<file path="config.mk">
export PLATFORM = sky130hd
export DESIGN_NAME = branch_ctrl
export DESIGN_NICKNAME = d
export VERILOG_FILES = /design/src/rtl/branch_ctrl.sv
export SDC_FILE = /design/constraint.sdc
export NUM_CORES = 1
export LEC_CHECK = 0
export CELL_PAD_IN_SITES_DETAIL_PLACEMENT = 0
export CELL_PAD_IN_SITES_GLOBAL_PLACEMENT = 1
export CORE_ASPECT_RATIO = 1.2
export CORE_MARGIN = 2
export CORE_UTILIZATION = 40
export CTS_CLUSTER_DIAMETER = 30
export DETAILED_ROUTE_END_ITERATION = 6
export MAX_ROUTING_LAYER = met4
export PLACE_DENSITY_LB_ADDON = 0.08
export SYNTH_ARGS = -nofsm -noshare
export SYNTH_HDL_FRONTEND = slang
export SYNTH_SLANG_ARGS = --single-unit
</file>
<file path="constraint.sdc">
create_clock -name clk -period 4 [get_ports clk]
set_input_delay 0.4 -clock clk [delete_from_list [all_inputs] [get_ports clk]]
set_output_delay 0.4 -clock clk [all_outputs]
set_load 0.02 [all_outputs]
</file>
<file path="src/rtl/branch_ctrl.sv">
// Branch resolution controller: captures a decoded branch, evaluates it with an
// external comparator, and offers the taken target to fetch followed by a flush.
module branch_ctrl #(
  parameter int unsigned FLUSH_CYCLES = 2,
  parameter int unsigned CNT_W        = 16
) (
  input  logic             clk,
  input  logic             rst_n,
  input  logic             br_valid,
  output logic             br_ready,
  input  logic [2:0]       br_funct3,
  input  logic [31:0]      br_pc,
  input  logic [31:0]      br_imm,
  input  logic [31:0]      br_rs1,
  input  logic [31:0]      br_rs2,
  output logic [31:0]      cmp_a,
  output logic [31:0]      cmp_b,
  output logic             cmp_un,
  input  logic             cmp_lt,
  input  logic             cmp_eq,
  output logic             redirect_valid,
  input  logic             redirect_ready,
  output logic [31:0]      redirect_pc,
  output logic             flush,
  output logic             done,
  output logic             illegal_br,
  output logic             misalign,
  output logic [CNT_W-1:0] br_count,
  output logic [CNT_W-1:0] taken_count,
  output logic [1:0]       fsm_state
);

  // Handshakes: a transfer happens on a rising edge where valid & ready are both 1;
  // the offering side holds valid and its payload stable until that edge.
  typedef enum logic [1:0] {IDLE = 2'd0, EVAL = 2'd1, REDIRECT = 2'd2, FLUSH = 2'd3} state_t;

  state_t      state, state_next;
  logic [2:0]  funct3_q;
  logic [31:0] pc_q, imm_q, rs1_q, rs2_q;
  logic [3:0]  flush_cnt;
  logic [31:0] target;
  logic        legal, taken;
  logic        accept, ev_illegal, ev_not_taken, ev_misalign, ev_go, handshake;

  assign br_ready  = (state == IDLE);
  assign accept    = br_valid & br_ready;
  assign cmp_a     = rs1_q;
  assign cmp_b     = rs2_q;
  assign cmp_un    = funct3_q[1];
  assign fsm_state = state;

  always_comb begin
    state_next   = state;
    legal        = funct3_q[2] | ~funct3_q[1];
    target       = pc_q + imm_q;
    taken        = 1'b0;
    ev_illegal   = 1'b0;
    ev_not_taken = 1'b0;
    ev_misalign  = 1'b0;
    ev_go        = 1'b0;
    handshake    = 1'b0;
    case (funct3_q)
      3'b000:         taken = cmp_eq;
      3'b001:         taken = ~cmp_eq;
      3'b100, 3'b110: taken = cmp_lt;
      3'b101, 3'b111: taken = ~cmp_lt;
      default:        taken = 1'b0;
    endcase
    case (state)
      IDLE: if (br_valid) state_next = EVAL;
      EVAL: begin
        state_next = IDLE;
        if (!legal)                  ev_illegal   = 1'b1;
        else if (!taken)             ev_not_taken = 1'b1;
        else if (target[1:0] != 2'b00) ev_misalign = 1'b1;
        else begin
          ev_go      = 1'b1;
          state_next = REDIRECT;
        end
      end
      REDIRECT: if (redirect_ready) begin
        handshake  = 1'b1;
        state_next = FLUSH;
      end
      FLUSH: if (flush_cnt == 4'd0) state_next = IDLE;
      default: state_next = IDLE;
    endcase
  end

  always_ff @(posedge clk or negedge rst_n) begin
    if (!rst_n) begin
      state          <= IDLE;
      funct3_q       <= 3'b000;
      pc_q           <= 32'h0;
      imm_q          <= 32'h0;
      rs1_q          <= 32'h0;
      rs2_q          <= 32'h0;
      redirect_pc    <= 32'h0;
      redirect_valid <= 1'b0;
      flush          <= 1'b0;
      flush_cnt      <= 4'd0;
      done           <= 1'b0;
      illegal_br     <= 1'b0;
      misalign       <= 1'b0;
      br_count       <= '0;
      taken_count    <= '0;
    end else begin
      state <= state_next;
      if (accept) begin
        funct3_q <= br_funct3;
        pc_q     <= br_pc;
        imm_q    <= br_imm;
        rs1_q    <= br_rs1;
        rs2_q    <= br_rs2;
      end
      if (ev_go) redirect_pc <= target;
      redirect_valid <= (state_next == REDIRECT);
      flush          <= (state_next == FLUSH);
      // Loaded with N-1 so the FLUSH state lasts exactly FLUSH_CYCLES cycles.
      if (handshake) flush_cnt <= 4'(FLUSH_CYCLES - 1);
      else if (state == FLUSH && flush_cnt != 4'd0) flush_cnt <= flush_cnt - 4'd1;
      done       <= ev_illegal | ev_not_taken | ev_misalign | handshake;
      illegal_br <= ev_illegal;
      misalign   <= ev_misalign;
      if ((ev_not_taken | ev_misalign | handshake) && !(&br_count))
        br_count <= br_count + CNT_W'(1);
      if (handshake && !(&taken_count))
        taken_count <= taken_count + CNT_W'(1);
    end
  end

endmodule

</file>
==> impl_metrics.env <==
export IMPL_synth_edf_count=0
export IMPL_grt_overflow=0
export IMPL_die_area_um2=25400
export IMPL_final_weighted_congestion_in_routability_driven_placement=0.803
export IMPL_min_period_over_period_pct=67.0
export IMPL_synth_top_cells_by_area="dfrtp_1 (53%), mux2_2 (16%), ha_1 (4.4%)"
export IMPL_detail_route_wirelength_mm=24.5
export IMPL_die_h_um=174
export IMPL_holdPathStages=2
export IMPL_cts_path_max_buffers=3
export IMPL_floorplan_io_pins=274
export IMPL_fp_dieW_um=146
export IMPL_initial_antenna_violation_count=0
export IMPL_globalRouteTotalUtil_pct=20.1
export IMPL_final_critical_path_time_including_i_o_delays_and_setup_ns=2.68
export IMPL_numCtsBuffers=48
export IMPL_finish_stage_setup_viols=0
export IMPL_worst_setup_hold_path_clk_slew_ns=0.05
export IMPL_synth_net_count=981
export IMPL_yosysTopAreaCellShare_pct=53.4
export IMPL_area_growth_syn_to_layout_pct=51.1
export IMPL_max_slew_margin_rel_pct=54.2
export IMPL_outcome="finished, final reports clean"
export IMPL_dp_hpwl_mm=17.6
export IMPL_vias_per_cell=4.97
export IMPL_final_hold_viol_count=0
export IMPL_detail_route_wl_per_cell_um=16.7
export IMPL_final_setup_skew_ns=0.0200
export IMPL_ctsHtreeMaxLevel=2
export IMPL_worst_r2r_path_depth=10
export IMPL_total_power_uw=14300
export IMPL_synth_cell_type_count=55
export IMPL_grt_setup_unrepaired="false"
export IMPL_most_common_layout_cells="clkdlybuf4s50_1 (272), dfrtp_1 (206), mux2_2 (133), nand2_1 (63), clkbuf_16 (48)"
export IMPL_critical_path_endpoint_type="register"
export IMPL_main_combinational_cell_family_by_area_after_synthesis="multiplexers"
export IMPL_drc=0
export IMPL_clk_sink_count=206
export IMPL_postSynth_asyncResetShare_pct=100
export IMPL_cts_root_buffer_cell="clkbuf_16"
export IMPL_synth_ff_latch_count=206
export IMPL_area_share_of_fa_ha_maj_cells_after_synthesis_pct=4.62
export IMPL_fin_worst_hold_slack_ns=0.472
export IMPL_cts_tree="built"
export IMPL_grt_start_max_net_pins=84
export IMPL_synth_yosys_seq_area_share_pct=53.4
export IMPL_leading_cell_type_in_the_layout_fill_and_taps_excluded="clkdlybuf4s50_1"
export IMPL_synth_top_area_cell="dfrtp_1"
export IMPL_synth_flop_cell="dfrtp_1"
export IMPL_crit_path_max_fanout=5
export IMPL_total_leakage_power_uw=0.00626
export IMPL_vdd_drop_max_uv=632
export IMPL_grt_first_pass_wirelength_mm=40.6
export IMPL_ys_warn_count=0
export IMPL_timing_critical_path_from_type="register"
export IMPL_mean_post_synth_cell_area_um2=11.9
export IMPL_fp_row_count=62
export IMPL_antenna_left=0
export IMPL_grt_pass1_vias=7998
export IMPL_yosys_area_share_simple_pct=9.75
export IMPL_slew_violations=0
export IMPL_worst_slew_pin_slew_ns=0.687
export IMPL_synth_compound_area_share_pct=9.74
export IMPL_insertedDiodeCount=0
export IMPL_path_class="reg -> reg"
export IMPL_post_synth_mux_area_share_pct=15.7
export IMPL_via_count=7315
export IMPL_required_ns=4.38
export IMPL_synth_xor_area_share_pct=5.27
export IMPL_post_cts_setup_buffer_count=0
export IMPL_finalSetupTns_ns=0
export IMPL_final_layout_size_suffix_gt1_share_pct=21.0
export IMPL_placement_io_buffers=273
export IMPL_drt_first_iter_violations=189
export IMPL_drt_pass1_iterations=4
export IMPL_net_count_reported_at_finish=1284
export IMPL_core_area_um2=23800
export IMPL_maxClockFrequency_mhz=373
export IMPL_maxCapViolCount=0
export IMPL_start_util_pct=40.5
export IMPL_hold_class="in -> reg"
export IMPL_cellPowerDensity_nw_per_um2=983
export IMPL_worstSkewPairLatency_ns=0.54
export IMPL_synth_cells=809
export IMPL_timing_critical_path_arrival_ns=3.06
export IMPL_synth_area_um2=9650
export IMPL_place_detailed_instances=1381
export IMPL_layout_cells_non_filler=1471
kinds of logic after synthesis:
logic type                 count (synthesis)
AOI/OAI and AO/OA                        146
xor gates and xnor gates                  58
adders and majority gates                 35
buffers and inverters                     37
DFF                                      206
muxes                                    135
and+or+nand+nor                          192
registers in the layout, indices dropped and copies added, names as in the netlist, 3 cells and up:
register	cells
pc_q	32
redirect_pc	32
cmp_b	32
funct3_q	3
flush_cnt	4
cmp_a	32
imm_q	32
taken_count	16
br_count	16
cell usage after synthesis (5+ instances only):
cell,n
a21o_1,20
a21oi_1,33
and2_1,7
and3_1,6
clkbuf_1,25
dfrtp_1,206
ha_1,34
inv_1,11
mux2_2,133
nand2_1,63
nand2b_1,8
nand3_1,25
nand4_1,10
nor2_1,38
nor3_1,11
o21a_1,7
o21ai_0,45
o21bai_1,6
o31ai_1,5
xnor2_1,35
xor2_1,23
cell type report:
| cell class | instances | area (um^2) |
|---|---|---|
| fill | 2020 | 9240 |
| sequential | 206 | 5150 |
| multi-input combinational | 566 | 4350 |
| timing repair buffer | 279 | 2810 |
| clock buffer | 63 | 1380 |
| clock inverter | 26 | 434 |
| tap | 320 | 400 |
| inverter | 11 | 41.3 |
final timing paths:
path | start | to | slack (ns)
min reg2reg | redirect_pc[22] | redirect_pc[22] | 0.48
max reg2reg | pc_q[0] | redirect_pc[22] | 1.32
min | br_imm[10] | imm_q[10] | 0.47
min in group asynchronous | rst_n | br_count[8] | 0.48
max | pc_q[0] | redirect_pc[22] | 1.32
max in group asynchronous | rst_n | pc_q[14] | 2.50
stage by stage:
stage | utilization (%) | setup slack, ns | instance area, um^2
2_1_floorplan | - | 1.66 | 9650
3_3_place_gp | 53.5 | 1.36 | 12700
3_5_place_dp | 53.5 | 1.34 | 12700
4_1_cts | 61.2 | 1.31 | 14600
5_1_grt | 61.2 | 1.06 | 14600
6_report | 61.2 | 1.32 | 14600
layer usage:
| metal | up-vias | GRT usage (%) | wire (um) |
|---|---|---|---|
| met5 | - | - | 0 |
| met4 | 0 | 6.09 | 571 |
| met3 | 43 | 5.91 | 1650 |
| met2 | 227 | 32.8 | 12000 |
| met1 | 3530 | 24.3 | 10300 |
| li1 | 3515 | - | - |
power by group:
part	switching, uW	leakage [uW]	internal [uW]	total [uW]
sequential	584	0.00252	3020	3600
clock	1230	0.000865	3060	4290
combinational	3300	0.00288	3140	6430
total	5110	0.00626	9210	14300
worst max-delay path, stage by stage (launching register included):
cell and delay (ns):
dfrtp_1 0.38, ha_1 0.24, fa_1 0.43, a211oi_1 0.34, o21ai_0 0.15, o211ai_1 0.19, a21bo_4 0.21, o31ai_4 0.09
a21oi_2 0.25, xor2_1 0.16, o21ai_0 0.08
timing repair:
item	CTS	global route
resized for setup	0	0
hold buffers	1	0
hold endpoints to repair	81	0
No activity file was read; power rests on OpenSTA's default activity.
